`config.mk`:
```
export PLATFORM = sky130hd
export DESIGN_NAME = burrito_fetch
export DESIGN_NICKNAME = d
export VERILOG_FILES = /design/src/rtl/burrito_pkg.sv /design/src/rtl/burrito_fetch.sv
export SDC_FILE = /design/constraint.sdc
export NUM_CORES = 1
export LEC_CHECK = 0
export CAP_MARGIN = 20
export CORE_UTILIZATION = 40
export DETAILED_ROUTE_END_ITERATION = 6
export PLACE_DENSITY_LB_ADDON = 0.12
export SYNTH_ARGS = -nofsm -noshare
export SYNTH_HDL_FRONTEND = slang
export SYNTH_SLANG_ARGS = --single-unit
```
`constraint.sdc`:
```
create_clock -name clk -period 2.12 [get_ports clk]
set_clock_uncertainty 0.1 [all_clocks]
set_input_delay 0.636 -clock clk [delete_from_list [all_inputs] [get_ports clk]]
set_output_delay 0.636 -clock clk [all_outputs]
set_load 0.03 [all_outputs]
```
`src/rtl/burrito_pkg.sv`:
```
// Shared definitions for the Burrito fetch stage: instruction word layout,
// the halt opcode and the fetch state encoding.
package burrito_pkg;

    localparam int INSTR_W = 20;

    // Instruction field bit positions
    localparam int WE_BIT  = 19;
    localparam int OP_MSB  = 18;
    localparam int OP_LSB  = 15;
    localparam int D1_MSB  = 14;
    localparam int D1_LSB  = 10;
    localparam int D2_MSB  = 9;
    localparam int D2_LSB  = 5;
    localparam int RD_MSB  = 4;
    localparam int RD_LSB  = 0;

    localparam logic [3:0] OP_HALT = 4'hF;

    typedef enum logic [1:0] {
        IDLE  = 2'd0,
        RUN   = 2'd1,
        DRAIN = 2'd2,
        DONE  = 2'd3
    } fetch_state_e;

endpackage

```
`src/rtl/burrito_fetch.sv`:
```
// Burrito instruction fetch stage.
// Walks a PC over an asynchronous instruction RAM after a start pulse,
// latches each word into an output register and presents it downstream
// with a valid/ready handshake, split into WEnable/Op/D1/D2/RD fields.
// Optional feature: define BURRITO_FETCH_HALT_EN to stop the run on the
// first word whose opcode is OP_HALT (that word is never presented).
module burrito_fetch #(
    parameter int ADDR_W   = 3,
    parameter int INSTR_W  = burrito_pkg::INSTR_W,
    parameter int PROG_LEN = 6
) (
    input  logic               clk,
    input  logic               rst_n,
    input  logic               start,
    output logic [ADDR_W-1:0]  imem_addr,
    output logic               imem_we,
    input  logic [INSTR_W-1:0] imem_data,
    output logic [INSTR_W-1:0] instr,
    output logic               wenable,
    output logic [3:0]         op,
    output logic [4:0]         d1,
    output logic [4:0]         d2,
    output logic [4:0]         rd,
    output logic               instr_valid,
    input  logic               instr_ready,
    output logic               busy,
    output logic               done
);

    import burrito_pkg::*;

    // Address of the final word of a run; the PC parks here instead of wrapping.
    localparam logic [ADDR_W-1:0] LAST_ADDR = ADDR_W'(PROG_LEN - 1);

    fetch_state_e         state_r;
    fetch_state_e         state_nxt_s;
    logic [ADDR_W-1:0]    pc_r;
    logic [ADDR_W-1:0]    pc_nxt_s;
    logic [INSTR_W-1:0]   instr_r;
    logic [INSTR_W-1:0]   instr_nxt_s;
    logic                 valid_r;
    logic                 valid_nxt_s;
    logic                 busy_r;
    logic                 done_r;
    logic                 load_s;
    logic                 xfer_s;
    logic                 halt_s;

    // The output register can take a new word when it is empty or being drained.
    assign load_s = !valid_r || instr_ready;
    assign xfer_s = valid_r && instr_ready;

`ifdef BURRITO_FETCH_HALT_EN
    assign halt_s = (imem_data[OP_MSB:OP_LSB] == OP_HALT);
`else
    assign halt_s = 1'b0;
`endif

    // Next-state, next-PC and output-word selection.
    always_comb begin
        state_nxt_s = state_r;
        pc_nxt_s    = pc_r;
        instr_nxt_s = instr_r;
        valid_nxt_s = valid_r;
        case (state_r)
            IDLE: begin
                pc_nxt_s    = '0;
                valid_nxt_s = 1'b0;
                if (start) begin
                    state_nxt_s = RUN;
                end else begin
                    state_nxt_s = IDLE;
                end
            end
            RUN: begin
                if (halt_s) begin
                    // Halt word is dropped; a pending word must still drain.
                    if (valid_r && !instr_ready) begin
                        state_nxt_s = DRAIN;
                    end else begin
                        valid_nxt_s = 1'b0;
                        state_nxt_s = DONE;
                    end
                end else if (load_s) begin
                    instr_nxt_s = imem_data;
                    valid_nxt_s = 1'b1;
                    if (pc_r == LAST_ADDR) begin
                        state_nxt_s = DRAIN;
                    end else begin
                        pc_nxt_s = pc_r + ADDR_W'(1);
                    end
                end else begin
                    state_nxt_s = RUN;
                end
            end
            DRAIN: begin
                if (xfer_s) begin
                    valid_nxt_s = 1'b0;
                    state_nxt_s = DONE;
                end else begin
                    state_nxt_s = DRAIN;
                end
            end
            DONE: begin
                pc_nxt_s    = '0;
                valid_nxt_s = 1'b0;
                state_nxt_s = IDLE;
            end
            default: begin
                pc_nxt_s    = '0;
                valid_nxt_s = 1'b0;
                state_nxt_s = IDLE;
            end
        endcase
    end

    // State, PC, output word and status flag registers.
    always_ff @(posedge clk or negedge rst_n) begin
        if (!rst_n) begin
            state_r <= IDLE;
            pc_r    <= '0;
            instr_r <= '0;
            valid_r <= 1'b0;
            busy_r  <= 1'b0;
            done_r  <= 1'b0;
        end else begin
            state_r <= state_nxt_s;
            pc_r    <= pc_nxt_s;
            instr_r <= instr_nxt_s;
            valid_r <= valid_nxt_s;
            busy_r  <= (state_nxt_s == RUN) || (state_nxt_s == DRAIN);
            done_r  <= (state_nxt_s == DONE);
        end
    end

    assign imem_addr   = pc_r;
    assign imem_we     = 1'b0;
    assign instr       = instr_r;
    assign wenable     = instr_r[WE_BIT];
    assign op          = instr_r[OP_MSB:OP_LSB];
    assign d1          = instr_r[D1_MSB:D1_LSB];
    assign d2          = instr_r[D2_MSB:D2_LSB];
    assign rd          = instr_r[RD_MSB:RD_LSB];
    assign instr_valid = valid_r;
    assign busy        = busy_r;
    assign done        = done_r;

endmodule

```
==> run metrics, run 1 <==
post-synthesis adder-cell area fraction 5.17%; post-synth top area cell dfrtp_1; Syn Std Cell Area 1450 µm²; maximum buffer depth of the clock tree 2; post-synthesis cell type count 27; peak per-stage delay on the critical path 0.66 ns; clk_lat worst skew 0.31 ns; async set-reset flop share out of synthesis 100%; top cells by count, synth dfrtp_1, buf_4, mux2_4; RSZ-0062 raised after global routing no; Via-to-Cell Ratio 4.73; detailed placer's ending HPWL 2230 µm; total congestion overflow 0; mux cell area share after synthesis 20.4%; final hold vios 0; Rows 21; Req. time, crit path 1.38 ns; antenna violations before repair 0; Setup violations, final 0; number of synthesized flops with an enable pin 0; Tmin final 2.07 ns; arrival time worst endpoint 1.34 ns; Worst path top cell family by delay buffers and inverters; Post-Synth Simple-Gate Area 3.19%; H-tree Lvls 1; gp weighted congestion 0.746; fill count 323; DRC viols 0; dominant cells by area after synthesis dfrtp_1, mux2_4, buf_4; post-synthesis compound-gate area fraction 8.45%; Min-Delay Path Class flip-flop to flip-flop; top-area cell type share of the netlist area 48.3%; CP bufs+invs 1; width of the die 62.2 µm; Placed Cells 205; Seq cells post-synth 28; Clock Sink Count 28; max_cap viols 0; first-pass GRT wire length 4980 µm; largest net degree at the start of global routing 29; vias in the first global route 1058; CTS tree done; Total GRT Usage 16.3%; cells after synthesis 110; total chip power 0.000847 W; CP cell instances clkdlybuf4s50_1; Critical Path Start Type flip-flop; Setup CP Type flip-flop to output pin; Core Area 3420 µm²; Initial Utilization 42.5%; syn_area_per_cell 13.2 µm²; Core Util, Final 59.4%; IO Count 71; layout cells sized above 1 18.4%; LEAKAGE 1.19 nW; Cell Pwr Density 417 nW/µm²; max frequency 482 MHz; WL/cell 13.8 µm; fraction of the yosys area taken by sequential cells 48.3%; Synth Warn # 0; Syn Nets 140; Critical Path End Type output pin; DR vias 988; synthesis-to-finish area growth 39.8%; status finished clean; slowest cell on the critical path clkdlybuf4s50_1; Post-Route WL 2890 µm; Die Height 62.2 µm; Die ar. 3870 µm²; worst IR drop on VDD 0.000229 V; Root Driver clkbuf_4; Synth Area in XOR/XNOR 0%; PortBufs 69; fin. max-slew vios 0; part of the cycle the worst path needs 97.8%; Inserted Clock Buffers 3; fin cells 209; drt pass-1 iters 4; Main synth FF type dfrtp_1; n_diodes 0; CP Max Fanout 1; initial drt markers 30; ANT nets after route 0; count leader, synth dfrtp_1; largest family of logic cells by synthesized area multiplexers; Clock transition at path regs 0.14 ns; setup_tns 0 ns; final net count 194
[logic make-up after synthesis]
kind of cell    after synthesis
simple gates                  8
fa+ha+maj                     6
other cells                   1
buf+inv                      30
mux                          20
flops                        28
compound gates               17
[power breakdown]
group	switching [W]	internal (W)
clock	0.000148	0.000105
sequential	0	0.000534
combinational	0.0000205	0.0000392
[repair_timing]
action / CTS / global route
endpoints found under the setup margin: 44 / 1
cloned: 0 / 0
setup buffers: 0 / 0
hold buffers: 0 / 0
pin swaps: 0 / 0
resized for setup: 44 / 1
[metrics by stage]
stage | worst slack (ns) | hold WS, ns | cell area [µm²]
finish | 0.0463 | 0.438 | 2030
global route | 0.00788 | 0.468 | 2030
CTS | 0.0211 | 0.448 | 2030
global placement | -0.00153 | 0.413 | 2050
floorplan | 0.471 | 0.240 | 1450
detailed placement | -0.0261 | 0.420 | 2050
[flip-flops by register name, summed over array words and instances (netlist names)]
name,count
done,1
state_r,2
busy,1
instr_valid,1
imem_addr,3
instr,20
[cell type report]
cell class	instances	area, µm²	share of cell area, %
clock buffer	4	36.3	1.79
inverter	6	22.5	1.11
multi-input combinational	52	544	26.8
sequential	28	701	34.5
tap	46	57.6	2.84
timing repair buffer	73	668	32.9
[worst paths after layout]
check / from / end / slack [ns] / cells past startpoint
max: busy$_DFF_PN0_ / busy / 0.05 / 1
min: instr[7]$_DFFE_PN0P_ / instr[7]$_DFFE_PN0P_ / 0.44 / 1
max in group asynchronous: rst_n / instr[14]$_DFFE_PN0P_ / 1.08 / 2
max reg2reg: state_r[0]$_DFF_PN0_ / busy$_DFF_PN0_ / 0.42 / 5
min in group asynchronous: rst_n / instr[4]$_DFFE_PN0P_ / 0.58 / 2
min reg2reg: instr[7]$_DFFE_PN0P_ / instr[7]$_DFFE_PN0P_ / 0.44 / 1
[routing by layer]
metal / vias up / share of wire (%) / global-route usage [%]
met4: 0 / 0.52 / 4.36
met3: 2 / 4.6 / 3.13
li1: 461 / - / -
met2: 34 / 53 / 30.2
met5: - / 0 / 0
met1: 491 / 42 / 18.9
[placed cells by master, fill, tap and decap left out, types with 2 or more instances in the layout]
master,count
inv_1,6
clkbuf_4,3
dfrtp_1,28
ha_1,6
dlygate4sd2_1,44
o21ai_0,2
buf_4,4
nor2b_1,3
clkdlybuf4s50_1,24
a21oi_1,5
mux2_4,19
Note: power is estimated with default switching activity, not from simulation.
==> run 2: changes to the inputs <==
Settings changed: ABC_CLOCK_PERIOD_IN_PS set to 2120, CORE_UTILIZATION 40 to 42, CTS_BUF_LIST set to sky130_fd_sc_hd__clkbuf_4, CTS_CLUSTER_SIZE set to 10.
==> run metrics, run 2 (synthesis results as in run 1) <==
Clock transition at path regs 0.14 ns (about the same); total chip power 0.000798 W (was 0.000847 W); largest net degree at the start of global routing 29 (unchanged); NetSw 0.000158 W (was 0.000168 W); Inserted Clock Buffers 3 (unchanged); max reg flops 20 (unchanged); vias in the first global route 934 (was 1058); Root Driver clkbuf_4 (unchanged); DRC viols 0 (unchanged); setup_tns 0 ns (unchanged); Req. time, crit path 1.38 ns (about the same); Clk pwr share 25.6% (was 29.9%); CP Max Fanout 1 (unchanged); GR Util met3 2.99% (was 3.13%); commonest non-fill, non-tap cell in the layout dlygate4sd2_1 (unchanged); final net count 193 (was 194); arrival time worst endpoint 1.33 ns (was 1.34 ns); fin. max-slew vios 0 (unchanged); initial drt markers 39 (was 30); maximum buffer depth of the clock tree 2 (unchanged); n_diodes 0 (unchanged); clk_lat worst skew 0.31 ns (about the same); antenna violations before repair 0 (unchanged); sw frac 19.8% (was 19.9%); final hold vios 0 (unchanged); WL/cell 13.2 µm (was 13.8 µm); first-pass GRT wire length 4240 µm (was 4980 µm); max frequency 485 MHz (was 482 MHz); worst IR drop on VDD 0.000250 V (was 0.000229 V); Comb power frac 7.4% (was 7.1%); Via-to-Cell Ratio 4.76 (was 4.73); drt pass-1 iters 4 (unchanged); detailed placer's ending HPWL 2030 µm (was 2230 µm); part of the cycle the worst path needs 97.2% (was 97.8%); Cell Pwr Density 395 nW/µm² (was 417 nW/µm²); slowest cell on the critical path clkdlybuf4s50_1 (unchanged); width of the die 60.8 µm (was 62.2 µm); gp weighted congestion 0.747 (was 0.746); Setup CP Type flip-flop to output pin (unchanged); GRT Max-Usage Layer met2 (unchanged); Critical Path Start Type flip-flop (unchanged); area of the multi-input gates 544 µm² (unchanged); Initial Utilization 46.0% (was 42.5%); Sequential Power Share 67.0% (was 63.1%); Post-Route WL 2720 µm (was 2890 µm); CP bufs+invs 1 (unchanged); Rows 20 (was 21); CTS tree done (unchanged); Critical Path End Type output pin (unchanged); GR Layer Usage met1 20.4% (was 18.9%); Die Height 60.8 µm (was 62.2 µm); Min-Delay Path Class flip-flop to flip-flop (unchanged); status finished clean (unchanged); Register Area 701 µm² (unchanged); layout cells sized above 1 17.4% (was 18.4%); max_cap viols 0 (unchanged); RSZ-0062 raised after global routing no (unchanged); fill count 289 (was 323); Final Cell Area 2020 µm² (was 2030 µm²); Tmin final 2.06 ns (was 2.07 ns); CP cell instances clkdlybuf4s50_1 (unchanged); Placed Area 2050 µm² (about the same); LEAKAGE 1.18 nW (was 1.19 nW); H-tree Lvls 1 (unchanged); IO Count 71 (unchanged); Die ar. 3690 µm² (was 3870 µm²); Core Area 3150 µm² (was 3420 µm²); synthesis-to-finish area growth 39.1% (was 39.8%); Internal Power 0.000640 W (was 0.000678 W); ANT nets after route 0 (unchanged); PortBufs 69 (unchanged); DR vias 975 (was 988); peak per-stage delay on the critical path 0.66 ns (about the same); Total GRT Usage 15.6% (was 16.3%); M2 GR Usage 25.4% (was 30.2%); commonest cells after routing, fill and taps aside dlygate4sd2_1, dfrtp_1, clkdlybuf4s50_1 (unchanged); Setup violations, final 0 (unchanged); Clock Sink Count 28 (unchanged); Worst path top cell family by delay buffers and inverters (unchanged); total congestion overflow 0 (unchanged)
[run 2: changes by cell type in the layout (fill, tap and decap cells not counted), sizes merged]
| cell | delta |
|---|---|
| buf | -1 |
| clkbuf | -1 |
| clkdlybuf4s50 | +1 |
| dlygate4sd2 | -1 |
[run 2: power groups by stage]
stage	combinational, W	clock (W)	sequential (W)
4_1_cts	0.0000606	0.000219	0.000534
3_3_place_gp	0.0000595	0	0.000544
2_1_floorplan	0.00000551	0	0.000544
5_1_grt	0.0000634	0.000237	0.000534
3_5_place_dp	0.0000601	0	0.000544
6_report	0.0000591	0.000204	0.000534
[run 2: area by class of cell]
class | instances | share of cell area, %
Timing Repair Buffer | 72 | 33.4
Clock buffer | 3 | 1.12
Tap cell | 44 | 2.73
Sequential cell | 28 | 34.7
Multi-Input combinational cell | 52 | 27.0
Inverter | 6 | 1.12
[run 2: path summary, 6_finish.rpt]
path                                      startpoint                   end  slack, ns  depth (start not counted)
worst max-delay path                  done$_DFF_PN0_                  done       0.06                          1
worst min-delay path            instr[6]$_DFFE_PN0P_  instr[6]$_DFFE_PN0P_       0.44                          1
worst max register to register  state_r[0]$_DFF_PN0_        busy$_DFF_PN0_       0.43                          5
worst min register to register  instr[6]$_DFFE_PN0P_  instr[6]$_DFFE_PN0P_       0.44                          1
max in group asynchronous                      rst_n  instr[8]$_DFFE_PN0P_       1.07                          2
min in group asynchronous                      rst_n  instr[6]$_DFFE_PN0P_       0.58                          2
[run 2: metal layers]
layer	part of all wire, %	vias up
met3	5.3	2
li1	-	459
met1	47	475
met2	47	39
met4	0.66	0
met5	0	-
[run 2: timing repair]
action / CTS / global route
hold endpoints to repair: 0 / 0
setup buffers: 0 / 0
gates resized for setup: 43 / 1
setup endpoints to repair: 44 / 1
hold buffers: 0 / 0
[run 2: stage by stage]
| step | util [%] | std cells | setup slack [ns] | hold WS [ns] |
|---|---|---|---|---|
| after floorplan | - | 110 | 0.471 | 0.240 |
| after global placement | 65.0 | 202 | -0.00119 | 0.417 |
| after detailed placement | 65.0 | 202 | -0.0299 | 0.420 |
| after CTS | 64.0 | 205 | 0.00119 | 0.445 |
| after global routing | 64.0 | 205 | 0.00130 | 0.463 |
| final | 64.0 | 205 | 0.0586 | 0.439 |
==> run 3: changes to the inputs <==
Settings changed: PLACE_DENSITY set to 0.89, PLACE_DENSITY_LB_ADDON 0.12 to unset.
==> run metrics, run 3 (synthesis results as in run 1) <==
status finished clean (unchanged); synthesis-to-finish area growth 39.7% (was 39.1%); slowest cell on the critical path dfrtp_1 (was clkdlybuf4s50_1); Via-to-Cell Ratio 4.83 (was 4.76); Critical R2R Launch state_r[0]$_DFF_PN0_ (unchanged); DRC viols 0 (unchanged); total chip power 0.000817 W (was 0.000798 W); LEAKAGE 1.18 nW (about the same); Post-Route WL 3210 µm (was 2720 µm); Clock transition at path regs 0.15 ns (was 0.14 ns); Worst R2R Setup Slack 0.34 ns (was 0.43 ns); Critical Path Start Type flip-flop (unchanged); total congestion overflow 0 (unchanged); width of the die 60.8 µm (unchanged); Inserted Clock Buffers 3 (unchanged); final hold vios 0 (unchanged); WL/cell 15.5 µm (was 13.2 µm); Clock Sink Count 28 (unchanged); Hold EP instr[15]$_DFFE_PN0P_ (was instr[6]$_DFFE_PN0P_); drt pass-1 iters 4 (unchanged); CP bufs+invs 1 (unchanged); IO Count 71 (unchanged); Req. time, crit path 1.38 ns (about the same); WHS 0.446 ns (was 0.439 ns); Total GRT Usage 18.5% (was 15.6%); initial drt markers 19 (was 39); max frequency 518 MHz (was 485 MHz); Setup CP Type flip-flop to output pin (unchanged); Min-Delay Path Class flip-flop to flip-flop (unchanged); PortBufs 69 (unchanged); CP cell instances dlygate4sd2_1 (was clkdlybuf4s50_1); n_diodes 0 (unchanged); peak per-stage delay on the critical path 0.44 ns (was 0.66 ns); commonest non-fill, non-tap cell in the layout dlygate4sd2_1 (unchanged); Die Height 60.8 µm (unchanged); fin. max-slew vios 0 (unchanged); DR vias 1000 (was 975); max_cap viols 0 (unchanged); gp weighted congestion 0.719 (was 0.747); CTS tree done (unchanged); clk_lat worst skew 0.32 ns (was 0.31 ns); commonest cells after routing, fill and taps aside dlygate4sd2_1, dfrtp_1, clkdlybuf4s50_1 (unchanged); Worst path top cell family by delay flip-flops (was buffers and inverters); Critical Path End Type output pin (unchanged); Die ar. 3690 µm² (unchanged); maximum buffer depth of the clock tree 2 (unchanged); part of the cycle the worst path needs 91.0% (was 97.2%); CP Max Fanout 5 (was 1); Cell Pwr Density 403 nW/µm² (was 395 nW/µm²); RSZ-0062 raised after global routing no (unchanged); Rows 20 (unchanged); FF-to-FF path depth 5 (unchanged); hold_buf cts 0 (unchanged); layout cells sized above 1 17.8% (was 17.4%); H-tree Lvls 1 (unchanged); Root Driver clkbuf_4 (unchanged); worst IR drop on VDD 0.000247 V (was 0.000250 V); arrival time worst endpoint 1.19 ns (was 1.33 ns); Core Area 3150 µm² (unchanged); Initial Utilization 46.0% (unchanged); largest net degree at the start of global routing 29 (unchanged); detailed placer's ending HPWL 2470 µm (was 2030 µm); Hold Path Stages 1 (unchanged); HP Start instr[15]$_DFFE_PN0P_ (was instr[6]$_DFFE_PN0P_); vias in the first global route 1018 (was 934); FF-to-FF End busy$_DFF_PN0_ (unchanged); antenna violations before repair 0 (unchanged); first-pass GRT wire length 4990 µm (was 4240 µm); Setup violations, final 0 (unchanged); final net count 194 (was 193); max reg flops 20 (unchanged); Tmin final 1.93 ns (was 2.06 ns); ANT nets after route 0 (unchanged)
## run 3: cell types whose count changed in the layout (fill, tap and decap cells not counted)
cell             before  now
clkinv_1              0    1
buf_4                 2    3
clkdlybuf4s50_1      25   23
dlygate4sd2_1        43   45
## run 3: metrics by stage
stage	area, µm²	setup TNS, ns	setup slack, ns	instances	utilization (%)
2_1_floorplan	1450	0	0.471	110	-
3_3_place_gp	2060	0	0.00628	203	65.2
6_report	2030	0	0.190	207	64.3
5_1_grt	2030	0	0.134	207	64.3
3_5_place_dp	2060	-0.166	-0.0414	203	65.2
4_1_cts	2030	0	0.0102	207	64.2
## run 3: how the worst max path moves through the flow
stage / start / endpoint / slack (ns) / cells past startpoint
after floorplan: imem_addr[1]$_DFFE_PN0P_ / busy$_DFF_PN0_ / 0.47 / 6
final: imem_addr[0]$_DFFE_PN0P_ / imem_addr[0] / 0.19 / 1
after global placement: instr_ready / instr[7]$_DFFE_PN0P_ / 0.006 / 4
after global routing: imem_addr[0]$_DFFE_PN0P_ / imem_addr[0] / 0.13 / 1
after detailed placement: instr_ready / instr[7]$_DFFE_PN0P_ / -0.04 / 4
after CTS: done$_DFF_PN0_ / done / 0.01 / 1
## run 3: layout make-up
cell class                      count  area, µm²
Multi-Input combinational cell     52        544
Sequential cell                    28        701
Timing Repair Buffer               73        679
Inverter                            6       22.5
Clock inverter                      1       3.75
Tap cell                           44       55.1
Fill cell                         284       1120
Clock buffer                        3       22.5
## run 3: layer usage
layer	global-route usage (%)	share of wire, %	vias to the layer above
li1	-	-	460
met1	23.8	42	487
met2	33.0	51	51
met3	2.77	7.4	2
met4	3.90	0.44	0
met5	0	0	-
## run 3: power by group
| group | total, W | switching (W) | internal (W) | leakage, nW |
|---|---|---|---|---|
| Sequential | 0.000534 | 0 | 0.000534 | 0.365 |
| Combinational | 0.0000601 | 0.0000209 | 0.0000392 | 0.804 |
| Clock | 0.000223 | 0.000154 | 0.0000689 | 0.0154 |
## run 3: repair_timing
| item | in CTS | in global routing |
|---|---|---|
| resized for setup | 45 | 1 |
| setup buffers | 0 | 0 |
| endpoints found under the setup margin | 45 | 1 |
